--- src/rtl/bcd_pkg.sv ---
// Shared types and constants for the sequential binary-to-BCD converter.
package bcd_pkg;

    typedef enum logic {
        IDLE = 1'b0,
        CONV = 1'b1
    } state_t;

    localparam int          BCD_DIGITS = 3;
    localparam int          BCD_W      = 12;
    localparam logic [3:0]  ADJ_THRESH = 4'd5;
    localparam logic [3:0]  ADJ_ADD    = 4'd3;

endpackage

--- src/rtl/bcd_digit_adj.sv ---
// One double-dabble digit correction: a digit of 5 or more gets 3 added so
// the following left shift carries correctly into the next decimal digit.
module bcd_digit_adj
    import bcd_pkg::*;
(
    input  logic [3:0] din,
    output logic [3:0] dout
);

    // Add-3 correction, purely combinational.
    always_comb begin
        dout = din;
        if (din >= ADJ_THRESH) begin
            dout = din + ADJ_ADD;
        end
    end

endmodule

--- src/rtl/bin_to_bcd_seq.sv ---
// Sequential binary-to-BCD converter, one shift per clock (double dabble).
//
// state | meaning
// ------+-----------------------------------------------------------------
// IDLE  | waiting for start; BIN is captured when start is seen
// CONV  | one add-3/shift step per edge; last step loads BCD and pulses done
module bin_to_bcd_seq
    import bcd_pkg::*;
#(
    parameter int W = 8
) (
    input  logic             clk,
    input  logic             rst,
    input  logic             start,
    input  logic [W-1:0]     BIN,
    output logic [BCD_W-1:0] BCD,
    output logic             busy,
    output logic             done
);

    localparam int         SR_W     = BCD_W + W;
    localparam logic [3:0] LAST_CNT = 4'(W - 1);

    state_t            state_q, state_d;
    logic [SR_W-1:0]   sr_q, sr_d;
    logic [3:0]        cnt_q, cnt_d;
    logic [BCD_W-1:0]  bcd_q, bcd_d;
    logic              done_q, done_d;

    logic [BCD_W-1:0]  dig_adj;
    logic [SR_W-1:0]   sr_pre;
    logic [SR_W-1:0]   sr_shift;

    // Correct every digit field of the working register before the shift.
    for (genvar g = 0; g < BCD_DIGITS; g++) begin : g_adj
        bcd_digit_adj u_adj (
            .din  (sr_q[W + 4*g +: 4]),
            .dout (dig_adj[4*g +: 4])
        );
    end

    // Corrected digits above the untouched binary bits, then shift left by one.
    // The hundreds MSB falls off; it is always zero for W <= 9.
    always_comb begin
        sr_pre   = {dig_adj, sr_q[W-1:0]};
        sr_shift = sr_pre << 1;
    end

    // Next-state, datapath and output decisions.
    always_comb begin
        state_d = state_q;
        sr_d    = sr_q;
        cnt_d   = cnt_q;
        bcd_d   = bcd_q;
        done_d  = 1'b0;
        case (state_q)
            IDLE: begin
                if (start) begin
                    sr_d    = {{BCD_W{1'b0}}, BIN};
                    cnt_d   = 4'd0;
                    state_d = CONV;
                end
            end
            CONV: begin
                sr_d  = sr_shift;
                cnt_d = cnt_q + 4'd1;
                if (cnt_q == LAST_CNT) begin
                    bcd_d   = sr_shift[SR_W-1:W];
                    done_d  = 1'b1;
                    state_d = IDLE;
                end
            end
            default: begin
                state_d = IDLE;
            end
        endcase
    end

    // State, working register, counter and output registers; reset drops any
    // conversion in flight without a done pulse.
    always_ff @(posedge clk or posedge rst) begin
        if (rst) begin
            state_q <= IDLE;
            sr_q    <= '0;
            cnt_q   <= 4'd0;
            bcd_q   <= '0;
            done_q  <= 1'b0;
        end else begin
            state_q <= state_d;
            sr_q    <= sr_d;
            cnt_q   <= cnt_d;
            bcd_q   <= bcd_d;
            done_q  <= done_d;
        end
    end

    assign BCD  = bcd_q;
    assign done = done_q;
    assign busy = (state_q == CONV);

endmodule

--- config.mk ---
export PLATFORM = sky130hd
export DESIGN_NAME = bin_to_bcd_seq
export DESIGN_NICKNAME = d
export VERILOG_FILES = /design/src/rtl/bcd_pkg.sv /design/src/rtl/bcd_digit_adj.sv /design/src/rtl/bin_to_bcd_seq.sv
export SDC_FILE = /design/constraint.sdc
export NUM_CORES = 1
export LEC_CHECK = 0
export CAP_MARGIN = 20
export CELL_PAD_IN_SITES_DETAIL_PLACEMENT = 1
export CELL_PAD_IN_SITES_GLOBAL_PLACEMENT = 1
export CORE_ASPECT_RATIO = 0.6
export CORE_MARGIN = 5
export CORE_UTILIZATION = 43
export CTS_BUF_LIST = sky130_fd_sc_hd__clkbuf_4 sky130_fd_sc_hd__clkbuf_8
export CTS_CLUSTER_SIZE = 20
export DETAILED_ROUTE_END_ITERATION = 12
export PLACE_DENSITY_LB_ADDON = 0.05
export SKIP_CTS_REPAIR_TIMING = 1
export SKIP_LAST_GASP = 1
export SYNTH_ARGS = -nofsm -noshare
export SYNTH_HDL_FRONTEND = slang
export SYNTH_SLANG_ARGS = --single-unit
--- constraint.sdc ---
create_clock -name clk -period 1.9 [get_ports clk]
set_input_delay 0.19 -clock clk [delete_from_list [all_inputs] [get_ports clk]]
set_output_delay 0.19 -clock clk [all_outputs]
set_load 0.02 [all_outputs]
==> flow_results.xml <==
<?xml version="1.0" encoding="UTF-8"?>
<metrics>
  <group name="status">
    <metric name="status" unit="">completed</metric>
  </group>
  <group name="yosys">
    <metric name="synthDominantCellAreaShare" unit="%">53.5</metric>
    <metric name="async_reset_ff_share" unit="%">100</metric>
    <metric name="post_synth_instance_area" unit="mm²">0.00178</metric>
    <metric name="ys.flop_type" unit="">sky130_fd_sc_hd__dfrtp_1</metric>
    <metric name="synth_area_per_cell" unit="µm²">9.98</metric>
    <metric name="synth-edff-count" unit="">0</metric>
    <metric name="seq_area_frac_synth" unit="%">53.5</metric>
    <metric name="synth_top_cells_by_area" unit="">sky130_fd_sc_hd__dfrtp_1, sky130_fd_sc_hd__nand2_1, sky130_fd_sc_hd__o21ai_0, sky130_fd_sc_hd__ha_1, sky130_fd_sc_hd__mux2i_1</metric>
    <metric name="yosys.area.top_type" unit="">sky130_fd_sc_hd__dfrtp_1</metric>
    <metric name="synth_seq_cells" unit="">38</metric>
    <metric name="synthesis.nets" unit="">196</metric>
    <metric name="syn-instance-count" unit="">178</metric>
    <metric name="yosysWarningCount" unit="">0</metric>
    <metric name="synthDistinctLibCells" unit="">30</metric>
  </group>
  <group name="drt">
    <metric name="drt_first_pass_iters" unit="">4</metric>
    <metric name="antenna_left" unit="">0</metric>
    <metric name="drt_first_iter_violations" unit="">28</metric>
    <metric name="viasPerCell" unit="">5.13</metric>
    <metric name="route.vias.total" unit="">1314</metric>
    <metric name="drt_wl_total" unit="mm">3.85</metric>
    <metric name="wire_per_inst" unit="µm">15.0</metric>
    <metric name="drc_errors" unit="">0</metric>
  </group>
  <group name="clock_network">
    <metric name="clock_sink_count" unit="">38</metric>
    <metric name="clkTransAtPathRegs" unit="ns">0.08</metric>
    <metric name="clock_tree.root_cell" unit="">sky130_fd_sc_hd__clkbuf_8</metric>
    <metric name="cts-htree-levels" unit="">2</metric>
    <metric name="max-clock-path-buffers" unit="">2</metric>
    <metric name="number_of_cts_inserted_buffers" unit="">5</metric>
    <metric name="insertion_delay" unit="ns">0.30</metric>
    <metric name="tritoncts_clock_tree" unit="">yes</metric>
  </group>
  <group name="floorplan">
    <metric name="initial_utilization" unit="%">43.8</metric>
    <metric name="design.core.area" unit="mm²">0.00405</metric>
    <metric name="die_area" unit="mm²">0.00556</metric>
    <metric name="die_w" unit="µm">93.0</metric>
    <metric name="std_cell_rows" unit="">18</metric>
    <metric name="floorplan.io_pins" unit="">25</metric>
    <metric name="dieHeight" unit="µm">59.8</metric>
  </group>
  <group name="worst_setup_path">
    <metric name="crit_path_start_kind" unit="">flip-flop</metric>
    <metric name="path_buf_inv" unit="">1</metric>
    <metric name="crit_chain" unit="">clkdlybuf4s50_1</metric>
    <metric name="worst_path_largest_cell_delay" unit="ns">0.68</metric>
    <metric name="critical_path.max_fanout" unit="">11</metric>
    <metric name="timing.critical_path.arrival" unit="ns">1.56</metric>
    <metric name="cp_top_family" unit="">buffers and inverters</metric>
    <metric name="critical_path_required" unit="ns">1.71</metric>
    <metric name="critical_path.endpoint_type" unit="">output pin</metric>
    <metric name="worst_r2r_path_depth" unit="">6</metric>
    <metric name="cp_slowest_cell" unit="">sky130_fd_sc_hd__clkdlybuf4s50_1</metric>
    <metric name="type_of_the_setup_path_with_the_least_slack" unit="">reg2out</metric>
    <metric name="timing.critical_path.depth" unit="">1</metric>
  </group>
  <group name="timing">
    <metric name="post-route-period-util" unit="%">92.4</metric>
    <metric name="rsz0062_at_grt" unit="">no</metric>
    <metric name="timing.final.max_slew_violations" unit="">0</metric>
    <metric name="worst_margin_pin_slew" unit="ns">0.610</metric>
    <metric name="achievable-frequency" unit="MHz">570</metric>
    <metric name="finalClockSkew" unit="ns">0.0126</metric>
    <metric name="finalHoldViolations" unit="">0</metric>
    <metric name="max_slew_margin" unit="%">59.3</metric>
    <metric name="timing.final.crit_period" unit="ns">1.75</metric>
    <metric name="setup_violations" unit="">0</metric>
    <metric name="finalSetupTns" unit="ns">0</metric>
  </group>
  <group name="placed_design">
    <metric name="gp_congestion" unit="">0.768</metric>
    <metric name="port_buffers" unit="">24</metric>
    <metric name="dpl.cell_count" unit="">248</metric>
    <metric name="post-dp-hpwl" unit="mm">2.73</metric>
  </group>
  <group name="pwr">
    <metric name="pwr_density_cell" unit="mW/mm²">1770</metric>
    <metric name="power_switching_share" unit="%">40.9</metric>
    <metric name="power.ir.vdd_worst" unit="mV">0.708</metric>
    <metric name="power.combinational.fraction" unit="%">46.3</metric>
    <metric name="power.share.clock" unit="%">15.5</metric>
    <metric name="p_sw" unit="mW">1.57</metric>
    <metric name="seq_power_share" unit="%">38.2</metric>
    <metric name="p_int" unit="mW">2.26</metric>
    <metric name="leakagePower" unit="nW">0.980</metric>
  </group>
  <group name="grt">
    <metric name="grt.overflow.total" unit="">0</metric>
    <metric name="largest_net_degree_at_the_start_of_global_routing" unit="">39</metric>
    <metric name="antenna_violations_before_repair" unit="">0</metric>
    <metric name="first_pass_grt_wire_length" unit="mm">6.74</metric>
    <metric name="grt_pass1_vias" unit="">1439</metric>
    <metric name="track_usage" unit="%">15.9</metric>
  </group>
  <group name="hold_path">
    <metric name="holdCritPathClass" unit="">in2async</metric>
  </group>
  <group name="run">
    <metric name="cap_violations" unit="">0</metric>
  </group>
  <group name="finish">
    <metric name="layout.nets" unit="">223</metric>
    <metric name="n_antenna_cell" unit="">0</metric>
    <metric name="synthToLayoutAreaGrowth" unit="%">21.8</metric>
    <metric name="ratio_of_cells_with_drive_above_1_in_the_final_layout" unit="%">10.2</metric>
    <metric name="post_layout_nonfiller_instances" unit="">256</metric>
  </group>
</metrics>
==> flip-flops by register name (all words and copies together), names as in the netlist <==
signal  flops
sr_q       20
BCD        12
cnt_q       4
busy        1
done        1
==> routing by layer <==
metal,vias to the layer above,GRT usage [%],part of all wire [%]
met1,627,20.1,50
met3,10,4.15,3.0
met5,-,0,0
li1,656,-,-
met4,0,5.64,1.5
met2,21,26.6,46
==> tightest hold or removal path: stages <==
cell	delay [ns]
sky130_fd_sc_hd__clkdlybuf4s50_1	0.40
sky130_fd_sc_hd__inv_1	0.05
sky130_fd_sc_hd__buf_4	0.41
==> logic make-up after synthesis <==
kind of cell	count (synthesis)	share of synthesized area, %
simple gates	51	13.4
compound gates	49	15.3
flops	38	53.5
buf+inv	19	4.79
mux	11	6.62
fa+ha+maj	7	4.93
xor+xnor	3	1.48
==> power groups by stage <==
| stage | Combinational (mW) | Clock (mW) | Sequential (mW) |
|---|---|---|---|
| floorplan | 1.12 | 0 | 1.54 |
| global placement | 1.68 | 0 | 1.45 |
| detailed placement | 1.80 | 0 | 1.48 |
| CTS | 1.81 | 0.607 | 1.47 |
| global route | 2.00 | 0.649 | 1.51 |
| finish | 1.77 | 0.595 | 1.46 |
==> per-stage QoR <==
| step | worst slack (ns) | hold WS [ns] | total power [mW] | utilization [%] | cell area [µm²] |
|---|---|---|---|---|---|
| 5_1_grt | 0.0765 | 0.364 | 4.16 | 53.4 | 2160 |
| 4_1_cts | 0.111 | 0.326 | 3.88 | 53.4 | 2160 |
| 3_5_place_dp | 0.223 | 0.469 | 3.28 | 51.0 | 2070 |
| 2_1_floorplan | 0.452 | 0.346 | 2.65 | - | 1780 |
| 3_3_place_gp | 0.366 | 0.462 | 3.12 | 51.0 | 2070 |
| 6_report | 0.145 | 0.305 | 3.83 | 53.4 | 2160 |
==> path summary, 6_finish.rpt <==
path / from / end / slack (ns)
setup / recovery: busy / busy / 0.15
hold / removal: rst / sr_q[8] / 0.31
setup reg to reg: sr_q[16] / sr_q[18] / 0.24
hold reg to reg: BCD[9] / BCD[9] / 0.48
max in group asynchronous: rst / BCD[2] / 1.26
min in group clk: BCD[9] / BCD[9] / 0.48
==> cell type report <==
cell class	count	area (µm²)
flip-flops and latches	38	951
multi-input cells	121	741
repair buffers	29	278
inverters	10	37.5
well taps	50	62.6
clock inverters	2	12.5
clock buffers	6	82.6
fillers	448	1890
==> cell usage after synthesis (2+ instances only) <==
| master | count |
|---|---|
| sky130_fd_sc_hd__buf_4 | 2 |
| sky130_fd_sc_hd__nand2_1 | 35 |
| sky130_fd_sc_hd__nor3b_1 | 4 |
| sky130_fd_sc_hd__nand2b_1 | 2 |
| sky130_fd_sc_hd__o22ai_1 | 7 |
| sky130_fd_sc_hd__o21ai_1 | 5 |
| sky130_fd_sc_hd__dfrtp_1 | 38 |
| sky130_fd_sc_hd__inv_1 | 10 |
| sky130_fd_sc_hd__ha_1 | 7 |
| sky130_fd_sc_hd__mux2i_1 | 8 |
| sky130_fd_sc_hd__o21ai_0 | 22 |
| sky130_fd_sc_hd__mux2_2 | 2 |
| sky130_fd_sc_hd__a21oi_2 | 2 |
| sky130_fd_sc_hd__a21oi_1 | 9 |
| sky130_fd_sc_hd__buf_2 | 5 |
| sky130_fd_sc_hd__clkbuf_1 | 2 |
| sky130_fd_sc_hd__xnor2_1 | 3 |
| sky130_fd_sc_hd__nor2_1 | 3 |
==> layout by cell type (no fill, tap or decap) <==
cell type and count:
sky130_fd_sc_hd__dfrtp_1 38, sky130_fd_sc_hd__nand2_1 35, sky130_fd_sc_hd__clkdlybuf4s50_1 24, sky130_fd_sc_hd__o21ai_0 22, sky130_fd_sc_hd__inv_1 10, sky130_fd_sc_hd__a21oi_1 9, sky130_fd_sc_hd__mux2i_1 8, sky130_fd_sc_hd__o22ai_1 7
sky130_fd_sc_hd__ha_1 7, sky130_fd_sc_hd__clkbuf_8 6, sky130_fd_sc_hd__o21ai_1 5, sky130_fd_sc_hd__buf_4 5, sky130_fd_sc_hd__nor3b_1 4, sky130_fd_sc_hd__nor2_1 3, sky130_fd_sc_hd__xnor2_1 3, sky130_fd_sc_hd__nand2b_1 2
sky130_fd_sc_hd__a21oi_2 2, sky130_fd_sc_hd__mux2_2 2, sky130_fd_sc_hd__nor2_2 1, sky130_fd_sc_hd__a21o_1 1, sky130_fd_sc_hd__and2_1 1, sky130_fd_sc_hd__a22o_1 1, sky130_fd_sc_hd__nand4b_2 1, sky130_fd_sc_hd__nand2b_2 1
sky130_fd_sc_hd__mux2_4 1, sky130_fd_sc_hd__o31ai_1 1, sky130_fd_sc_hd__nor3_1 1, sky130_fd_sc_hd__nand3_1 1, sky130_fd_sc_hd__nand4_1 1, sky130_fd_sc_hd__a31oi_1 1, sky130_fd_sc_hd__clkinvlp_4 1, sky130_fd_sc_hd__clkinv_2 1
Power figures use the tool's default switching activity.
